<file path="src/rtl/carry_save_resolver.sv">
// ---------------------------------------------------------------------------
// carry_save_resolver
//   Resolves a carry-save pair (s, c) into a binary value s + 2*c. The
//   carry-propagate add runs sequentially, CHUNK bits per cycle, with a
//   registered inter-chunk carry. This keeps the ripple path short enough to
//   sit behind carry-save reduction stages.
//
// Ports
//   clk        rising-edge clock
//   rst        synchronous active-high reset (priority over everything)
//   in_valid   s_in/c_in valid          in_ready   pair can be accepted (IDLE)
//   s_in       sum vector [WIDTH]       c_in       carry vector [WIDTH], weight 2
//   out_valid  result valid (DONE)      out_ready  consumer takes result
//   result     s_in + 2*c_in [WIDTH+2]  busy       resolving chunks (BUSY)
// ---------------------------------------------------------------------------
module carry_save_resolver #(
  parameter int WIDTH = 8,
  parameter int CHUNK = 4
) (
  input  logic             clk,
  input  logic             rst,
  input  logic             in_valid,
  output logic             in_ready,
  input  logic [WIDTH-1:0] s_in,
  input  logic [WIDTH-1:0] c_in,
  output logic             out_valid,
  input  logic             out_ready,
  output logic [WIDTH+1:0] result,
  output logic             busy
);

  localparam int W2     = WIDTH + 2;
  localparam int NCHUNK = (W2 + CHUNK - 1) / CHUNK;
  localparam int IW     = (NCHUNK > 1) ? $clog2(NCHUNK) : 1;

  typedef enum logic [1:0] {IDLE, BUSY, DONE} state_e;

  state_e          state_q, state_d;
  logic [IW-1:0]   idx_q, idx_d;
  logic            cy_q, cy_d;
  logic [W2-1:0]   s_q, s_d;
  logic [W2-1:0]   c_q, c_d;
  logic [W2-1:0]   res_q, res_d;

  logic            last_chunk;
  int              shamt;
  logic [W2-1:0]   s_sh, c_sh;
  logic [CHUNK:0]  csum;
  logic [W2-1:0]   sum_w, mask_w;

  assign last_chunk = (idx_q == IW'(NCHUNK - 1));

  // ---- chunk adder --------------------------------------------------------
  // Shifting the operands down zero-fills above W2, so a narrow final chunk
  // naturally sees zeros in its missing upper bits. Shifting the sum and mask
  // back up drops anything beyond W2, so only valid result bits are written.
  always_comb begin
    shamt  = int'(idx_q) * CHUNK;
    s_sh   = s_q >> shamt;
    c_sh   = c_q >> shamt;
    csum   = {1'b0, s_sh[CHUNK-1:0]} + {1'b0, c_sh[CHUNK-1:0]}
           + (CHUNK+1)'(cy_q);
    sum_w  = W2'(csum[CHUNK-1:0]) << shamt;
    mask_w = W2'({CHUNK{1'b1}}) << shamt;
  end

  // ---- FSM: state register ------------------------------------------------
  always_ff @(posedge clk) begin
    if (rst) state_q <= IDLE;
    else     state_q <= state_d;
  end

  // ---- FSM: next state ----------------------------------------------------
  always_comb begin
    state_d = state_q;
    case (state_q)
      IDLE:    if (in_valid)   state_d = BUSY;
      BUSY:    if (last_chunk) state_d = DONE;
      DONE:    if (out_ready)  state_d = IDLE;
      default:                 state_d = IDLE;
    endcase
  end

  // ---- FSM: outputs (pure state decode, no input-to-output paths) ---------
  always_comb begin
    in_ready  = (state_q == IDLE);
    busy      = (state_q == BUSY);
    out_valid = (state_q == DONE);
  end

  // ---- datapath next state ------------------------------------------------
  always_comb begin
    idx_d = idx_q;
    cy_d  = cy_q;
    s_d   = s_q;
    c_d   = c_q;
    res_d = res_q;
    case (state_q)
      IDLE: begin
        if (in_valid) begin
          // Carry vector carries weight 2: shift it up one on capture.
          s_d   = {2'b00, s_in};
          c_d   = {1'b0, c_in, 1'b0};
          idx_d = '0;
          cy_d  = 1'b0;
        end
      end
      BUSY: begin
        res_d = (res_q & ~mask_w) | sum_w;
        cy_d  = csum[CHUNK];
        idx_d = last_chunk ? '0 : idx_q + 1'b1;
      end
      default: ;
    endcase
  end

  // ---- datapath registers -------------------------------------------------
  always_ff @(posedge clk) begin
    if (rst) begin
      idx_q <= '0;
      cy_q  <= 1'b0;
      s_q   <= '0;
      c_q   <= '0;
      res_q <= '0;
    end else begin
      idx_q <= idx_d;
      cy_q  <= cy_d;
      s_q   <= s_d;
      c_q   <= c_d;
      res_q <= res_d;
    end
  end

  assign result = res_q;

endmodule

</file>
<file path="config.mk">
export PLATFORM = sky130hd
export DESIGN_NAME = carry_save_resolver
export DESIGN_NICKNAME = d
export VERILOG_FILES = /design/src/rtl/carry_save_resolver.sv
export SDC_FILE = /design/constraint.sdc
export NUM_CORES = 1
export LEC_CHECK = 0
export ABC_AREA = 0
export CORE_ASPECT_RATIO = 1.2
export CORE_UTILIZATION = 35
export CTS_CLUSTER_DIAMETER = 60
export DETAILED_ROUTE_END_ITERATION = 6
export GPL_TIMING_DRIVEN = 0
export PLACE_DENSITY_LB_ADDON = 0.3
export SLEW_MARGIN = 10
export SYNTH_ARGS = -nofsm -noshare
export SYNTH_HDL_FRONTEND = slang
export SYNTH_SLANG_ARGS = --single-unit
</file>
<file path="constraint.sdc">
create_clock -name clk -period 5.6 [get_ports clk]
set_input_delay 1.12 -clock clk [delete_from_list [all_inputs] [get_ports clk]]
set_output_delay 1.12 -clock clk [all_outputs]
set_load 0.05 [all_outputs]
</file>
# After elaboration in Yosys (flattened, before gate mapping)
# Cells that the tools add are included.
# W data, S select, Z words.
op_classes:
  add_sub_neg: 3
  n_eq_ne: 6
  shifts: 4
  muxes: 9
  bitwise_logic: 3
  n_reduce_logical: 5
ops:
  columns: ["cell", "n"]
  rows:
  - ["$and A10 B10 Y10", 1]
  - ["$mux W2", 5]
  - ["$not A10 Y10", 1]
  - ["$or A10 B10 Y10", 1]
  - ["$shl A4 B4 Y10", 1]
  - ["$shl A4 B4 Y10 const A", 1]
  - ["$shr A9 B4 Y4", 1]
  - ["$shr A8 B4 Y4", 1]
  - ["$pmux W2 S3", 1]
  - ["$add A4 B4 Y5", 1]
  - ["$add A5 B1 Y5", 1]
  - ["$eq A2 B2 Y1 const B", 2]
  - ["$ne A2 B1 Y1 const B", 2]
  - ["$pmux W2 S2", 1]
  - ["$reduce_and A2 Y1", 2]
  - ["$reduce_and A3 Y1", 1]
  - ["$add A2 B1 Y2 const B", 1]
  - ["$eq A2 B1 Y1 const B", 1]
  - ["$logic_not A2 Y1", 1]
  - ["$ne A2 B2 Y1 const B", 1]
  - ["$pmux W1 S2", 1]
  - ["$reduce_bool A2 Y1", 1]
  - ["$mux W1", 1]
word_totals:
  regBits: 31
  input_bits: 20
  out_inout_bits: 13
  wordCells: 36

# Longest topological paths before layout
# Gate-level depths: netlist of run 1.
depth:
  ltp_word: 5
  mapped_depth: 9
  depth_no_buf: 8

# Least setup slack after synthesis of run 1
# No wires, ideal clock.
synth_path:
  kind: "reg2reg"
  from: "register idx_q[0]"
  to: "register res_q[1], in the netlist result[1]"
  setup_ps: 128
  arrival_time_ps: 2058
  required_ps: 5472
  slack_ps: 3415
  path_stages_with_launch: 9
  path_buffers: 1
  synth_period_minus_slack_ps: 2185
  path_cell_list: "dfxtp_1 > buf_2 > mux2i_1 > or2_2 > fa_1 > inv_1 > fa_1 > mux2i_1 > nor2_1"
synth_via:
  elab_chain_cells: 5
  word_cells_on_any_way: 9
  cone_classes: "add/sub (2); shift (4); bitwise (3)"
synth_rtl:
  columns: ["item", "line", "text"]
  rows:
  - ["start: declaration", "39", "logic [IW-1:0] idx_q, idx_d;"]
  - ["start signal: assignment", "126", "idx_q <= idx_d;"]
  - ["$shr A8 B4 Y4 or $shr A9 B4 Y4 (tied branches)", "59, 60", null]
  - ["$add A4 B4 Y5", "61", "csum = {1'b0, s_sh[CHUNK-1:0]} + {1'b0, c_sh[CHUNK-1:0]}"]
  - ["$add A5 B1 Y5", "62", "+ (CHUNK+1)'(cy_q);"]
  - ["$shl A4 B4 Y10", "63", "sum_w = W2'(csum[CHUNK-1:0]) << shamt;"]
  - ["$or A10 B10 Y10 *", "109", "res_d = (res_q & ~mask_w) | sum_w;"]
  - ["end signal: assignment", "130", "res_q <= res_d;"]
  - ["end: declaration", "43", "logic [W2-1:0] res_q, res_d;"]
# Mark *: on every way between the ends. The rest lies on a longest branch, timed or not.
# A chain may end at the register's enable or synchronous reset.

# Worst setup path after layout of run 1
layout_path:
  from: "register state_q[0]"
  to: "output busy"
layout_via:
  elab_chain_cells: 1
layout_rtl:
  columns: ["item", "line", "text"]
  rows:
  - ["start: declaration", "38", "state_e state_q, state_d;"]
  - ["start signal: assignment", "70", "else state_q <= state_d;"]
  - ["$eq A2 B1 Y1", "87", "busy = (state_q == BUSY);"]
  - ["end: declaration", "29", "output logic busy"]
# Every way passes these cells.

==> flow_metrics.env, run 1 <==
export IMPL_status="finished clean"
export IMPL_grt_max_degree=11
export IMPL_mostFrequentLayoutCells="nand2_1 (34), clkdlybuf4s50_1 (32), dfxtp_1 (31)"
export IMPL_setup_tns_final_ps=0
export IMPL_grt_pass1_wl_um=4747
export IMPL_synth_edf_count=0
export IMPL_finalWirelength_um=2778
export IMPL_core_um2=3910
export IMPL_num_rows=25
export IMPL_viasPerCell=4.568
export IMPL_synth_area_per_cell_um2=8.614
export IMPL_cts_tree="done"
export IMPL_setup_ws_ps=2510
export IMPL_hold_viol=0
export IMPL_worstSetupPathType="flip-flop to primary output"
export IMPL_power_leakage_nw=0.7342
export IMPL_rsz0062_at_grt="false"
export IMPL_yosysWarningCount=0
export IMPL_clk_pin_slew_worst_paths_ps=60
export IMPL_fin_crit_sh_pct=55.17
export IMPL_final_antenna_net_count=0
export IMPL_initial_utilization_pct=36.35
export IMPL_insertedDiodeCount=0
export IMPL_nNetsFinal=229
export IMPL_min_period_ps=3090
export IMPL_grt_pass1_vias=1088
export IMPL_ctsResizeCount=0
export IMPL_critPathRequiredTime_ps=4480
export IMPL_cts_root_buf="clkbuf_8"
export IMPL_cts_hold_buf=0
export IMPL_cp_max_fo=8
export IMPL_clkLatencyLatePin_ps=280
export IMPL_drc=0
export IMPL_path_cells="or2b_1 > inv_1 > clkdlybuf4s50_1"
export IMPL_cts_max_path_buffers=2
export IMPL_overflow=0
export IMPL_yosysSeqAreaShare_pct=43.66
export IMPL_final_max_slew_viol_count=0
export IMPL_critPathTopFamily="buffers and inverters"
export IMPL_synth_distinct_cells=33
export IMPL_drv_cap=0
export IMPL_critPathSlowestCell="clkdlybuf4s50_1"
export IMPL_post_place_ws_ps=2811
export IMPL_ys_ff_latch=31
export IMPL_grt_total_usage_pct=14.80
export IMPL_vdd_drop_max_v=0.0001239
export IMPL_finalSetupViolations=0
export IMPL_drtIter0Drc=29
export IMPL_clock_sinks=31
export IMPL_fmax_mhz=323.7
export IMPL_path_buf_inv=2
export IMPL_port_buffers=32
export IMPL_syn_nets=190
export IMPL_routed_via_count=1183
export IMPL_slowest_delay_ps=810
export IMPL_drive_gt1_share_pct=7.805
export IMPL_synthFlopType="dfxtp_1"
export IMPL_drtPass1Iterations=4
export IMPL_grt_antenna_before_repair=0
export IMPL_post_cts_buffers=0
export IMPL_wl_per_cell_um=10.73
export IMPL_cts_htree_levels=2
export IMPL_synthArstFlopShare_pct=0
export IMPL_critPathLaunchType="flip-flop"
export IMPL_syn_inst=165
export IMPL_design_die_area_um2=4321
export IMPL_final_common_cell="nand2_1"
export IMPL_power_density_nw_per_um2=278.1
export IMPL_dieHeight_um=71.81
export IMPL_syn2layout_area_growth_pct=34.33
export IMPL_die_w_um=60.18
export IMPL_place_congestion=0.8162
export IMPL_slew_headroom_pct=63.66
export IMPL_hold_class="flip-flop to flip-flop"
export IMPL_worstPathArrival_ps=1970
export IMPL_fin_worst_skew_ps=2.040
export IMPL_synth_area_um2=1421
export IMPL_place_hpwl_um=2101
export IMPL_endpoint_kind="primary output"
export IMPL_ios=33
export IMPL_p_total_w=0.0005311
export IMPL_cts_buffers_inserted=5
export IMPL_tightestPinTransition_ps=542.7
[through the flow]
| stage | hold slack, ps | cells | utilization [%] | area, um^2 |
|---|---|---|---|---|
| 5_1_grt | 479.8 | 259 | 48.83 | 1909 |
| 2_1_floorplan | 432.0 | 165 | - | 1421 |
| 3_3_place_gp | 441.2 | 251 | 46.27 | 1809 |
| 3_5_place_dp | 447.0 | 251 | 46.27 | 1809 |
| 4_1_cts | 455.4 | 259 | 48.83 | 1909 |
| 6_report | 453.8 | 259 | 48.83 | 1909 |
[kinds of logic after synthesis]
| logic type | count (synthesis) | synth area share (%) |
|---|---|---|
| multiplexers | 10 | 7.043 |
| flip-flops | 31 | 43.66 |
| AND/OR/NAND/NOR | 72 | 25.09 |
| AO/OA/AOI/OAI | 32 | 13.38 |
| adder cells (fa/ha/maj) | 5 | 5.458 |
| buffers and inverters | 14 | 4.753 |
| XOR/XNOR | 1 | 0.6163 |
[area by class of cell]
cell class / instances / area, um^2
Tap cell: 54 / 67.56
Clock buffer: 8 / 100.1
Fill cell: 407 / 2001
Buffer: 10 / 52.55
Timing Repair Buffer: 32 / 320.3
Sequential cell: 31 / 620.6
Multi-Input combinational cell: 120 / 733.2
Inverter: 4 / 15.01
[tightest hold or removal path, cell delays in order, from the launching register on]
cell     delay [ps]
dfxtp_1         310
nand2_1          50
a21oi_1          50
[sequential cells by signal, summed over array words and instances, names as in the netlist]
name	count
result	10
c_q	8
s_q	8
idx_q	2
state_q	2
cy_q	1
[synthesized netlist by cell type, types with 2 or more instances]
master / number / area [um^2]
a211oi_1: 6 / 45.04
a21oi_1: 20 / 100.1
a31oi_1: 2 / 12.51
buf_2: 3 / 15.01
clkbuf_1: 5 / 18.77
dfxtp_1: 31 / 620.6
fa_1: 2 / 40.04
ha_1: 3 / 37.54
inv_1: 4 / 15.01
mux2i_1: 10 / 100.1
nand2_1: 34 / 127.6
nand2b_1: 2 / 12.51
nand4_1: 2 / 12.51
nor2_1: 20 / 75.07
nor2b_1: 2 / 12.51
o221ai_1: 2 / 17.52
[power breakdown]
group          internal, W  switching [W]   total, W
clock             0.000112      0.0000793   0.000191
sequential        0.000233     0.00000747   0.000241
combinational    0.0000442      0.0000550  0.0000991
[worst paths after layout]
kind              startpoint  endpoint  slack, ps  cells after the start
setup / recovery  state_q[0]      busy       2510                      3
hold / removal        s_q[2]    s_q[2]        450                      2
setup reg to reg    idx_q[1]      cy_q       3160                      9
hold reg to reg       s_q[2]    s_q[2]        450                      2
[layer usage]
layer / wire (um) / global-route usage [%]
met1: 1361 / 18.96
met2: 1259 / 22.47
met3: 126 / 4.874
met4: 31 / 6.202
met5: 0 / 0
(Power assumes the default switching activity.)
==> run 2, diff against run 1 <==
==> constraint.sdc (replaced) <==
create_clock -name clk -period 2.5 [get_ports clk]
set_input_delay 0.5 -clock clk [delete_from_list [all_inputs] [get_ports clk]]
set_output_delay 0.5 -clock clk [all_outputs]
set_load 0.05 [all_outputs]
==> flow_metrics.env, run 2 (synthesis gave the netlist of run 1 again) <==
export IMPL_drtPass1Iterations=4
export IMPL_critPathLaunchType="flip-flop"
export IMPL_cts_tree="done"
export IMPL_p_int_w=0.0008727
export IMPL_final_common_cell="nand2_1"
export IMPL_nNetsFinal=229
export IMPL_fin_worst_skew_ps=2.285
export IMPL_p_switching_w=0.0003172
export IMPL_clk_pin_slew_worst_paths_ps=60
export IMPL_num_rows=25
export IMPL_port_buffers=32
export IMPL_cts_root_buf="clkbuf_8"
export IMPL_hold_class="flip-flop to flip-flop"
export IMPL_vdd_drop_max_v=0.0002776
export IMPL_overflow=0
export IMPL_cts_htree_levels=2
export IMPL_wl_per_cell_um=10.77
export IMPL_grt_pass1_wl_um=4747
export IMPL_largest_register_ffs=10
export IMPL_routed_via_count=1182
export IMPL_die_w_um=60.18
export IMPL_slew_headroom_pct=63.57
export IMPL_drv_cap=0
export IMPL_setup_tns_final_ps=0
export IMPL_grt_total_usage_pct=14.80
export IMPL_post_cts_buffers=0
export IMPL_place_hpwl_um=2101
export IMPL_finalSetupViolations=0
export IMPL_p_sw_share_pct=26.66
export IMPL_cts_buffers_inserted=5
export IMPL_power_leakage_nw=0.7519
export IMPL_min_period_ps=2340
export IMPL_syn2layout_area_growth_pct=34.77
export IMPL_drc=0
export IMPL_clock_sinks=31
export IMPL_setup_ws_ps=159.7
export IMPL_endpoint_kind="flip-flop"
export IMPL_mostFrequentLayoutCells="nand2_1 (34), dfxtp_1 (31), clkdlybuf4s50_1 (31)"
export IMPL_place_congestion=0.8162
export IMPL_insertedDiodeCount=0
export IMPL_p_comb_share_pct=18.7
export IMPL_power_frac_clock_pct=35.9
export IMPL_design_die_area_um2=4321
export IMPL_ios=33
export IMPL_power_density_nw_per_um2=621.2
export IMPL_worstSetupPathType="flip-flop to flip-flop"
export IMPL_critPathRequiredTime_ps=2660
export IMPL_hold_viol=0
export IMPL_cp_max_fo=10
export IMPL_tightestPinTransition_ps=544.1
export IMPL_cts_max_path_buffers=2
export IMPL_grt_pass1_vias=1088
export IMPL_final_max_slew_viol_count=0
export IMPL_fmax_mhz=427.3
export IMPL_grt_max_degree=11
export IMPL_core_um2=3910
export IMPL_p_total_w=0.001190
export IMPL_rsz0062_at_grt="false"
export IMPL_dieHeight_um=71.81
export IMPL_finalWirelength_um=2789
export IMPL_seqPwrFrac_pct=45.3
export IMPL_drtIter0Drc=37
export IMPL_fin_crit_sh_pct=93.61
export IMPL_drive_gt1_share_pct=8.293
export IMPL_initial_utilization_pct=36.35
export IMPL_fin_util_pct=48.99
export IMPL_grt_antenna_before_repair=0
export IMPL_viasPerCell=4.564
export IMPL_post_place_ws_ps=59.40
export IMPL_final_antenna_net_count=0
export IMPL_clkLatencyLatePin_ps=280
export IMPL_worstPathArrival_ps=2500
export IMPL_status="finished clean"
==> run 2: changes by cell type in the layout (fill, tap and decap cells not counted), sizes merged <==
cell,delta
clkdlybuf4s50,-1
dlymetal6s2s,+1
==> run 2: final timing paths <==
path | start | to | slack (ps) | cells past startpoint
worst max-delay path | idx_q[0] | result[9] | 160 | 8
worst min-delay path | s_q[2] | s_q[2] | 450 | 2
worst max register to register | idx_q[0] | result[9] | 160 | 8
worst min register to register | s_q[2] | s_q[2] | 450 | 2
==> run 2: cell type report <==
class | instances | area (um^2)
flip-flops and latches | 31 | 620.6
multi-input cells | 120 | 733.2
plain buffers | 10 | 56.30
inverters | 4 | 15.01
clock buffers | 8 | 100.1
well taps | 54 | 67.56
repair buffers | 32 | 322.8
fillers | 406 | 1994
==> run 2: critical path: stages (launching register included) <==
cell,delay [ps]
dfxtp_1,410
clkbuf_4,270
mux2i_1,90
or2_2,290
fa_1,410
inv_1,80
fa_1,460
mux2i_1,160
nor2_1,50
==> run 2: per-layer routing <==
layer  track usage, %  wire length [um]  part of all wire, %
met5                0                 0                    0
met2            22.47              1257                   45
met4            6.202                41                  1.5
met1            18.96              1369                   49
met3            4.874               121                  4.3
==> run 2: power by group through the flow <==
stage,Clock [W],Combinational (W),Sequential [W]
6_report,0.000428,0.000223,0.000539
3_3_place_gp,0,0.000223,0.000549
4_1_cts,0.000445,0.000225,0.000539
2_1_floorplan,0,0.000123,0.000572
5_1_grt,0.000454,0.000248,0.000543
3_5_place_dp,0,0.000224,0.000550
==> run 2: through the flow <==
stage | instance area, um^2 | hold WS (ps) | instances
floorplan | 1421 | 432.0 | 165
global placement | 1809 | 441.2 | 251
detailed placement | 1809 | 447.0 | 251
CTS | 1909 | 455.4 | 259
global route | 1916 | 479.8 | 259
finish | 1916 | 453.8 | 259
==> run 2: what timing repair did <==
item	in CTS	in global routing
resized for setup	0	5
hold buffers	0	0
hold endpoints to repair	0	0
endpoints found under the setup margin	0	6
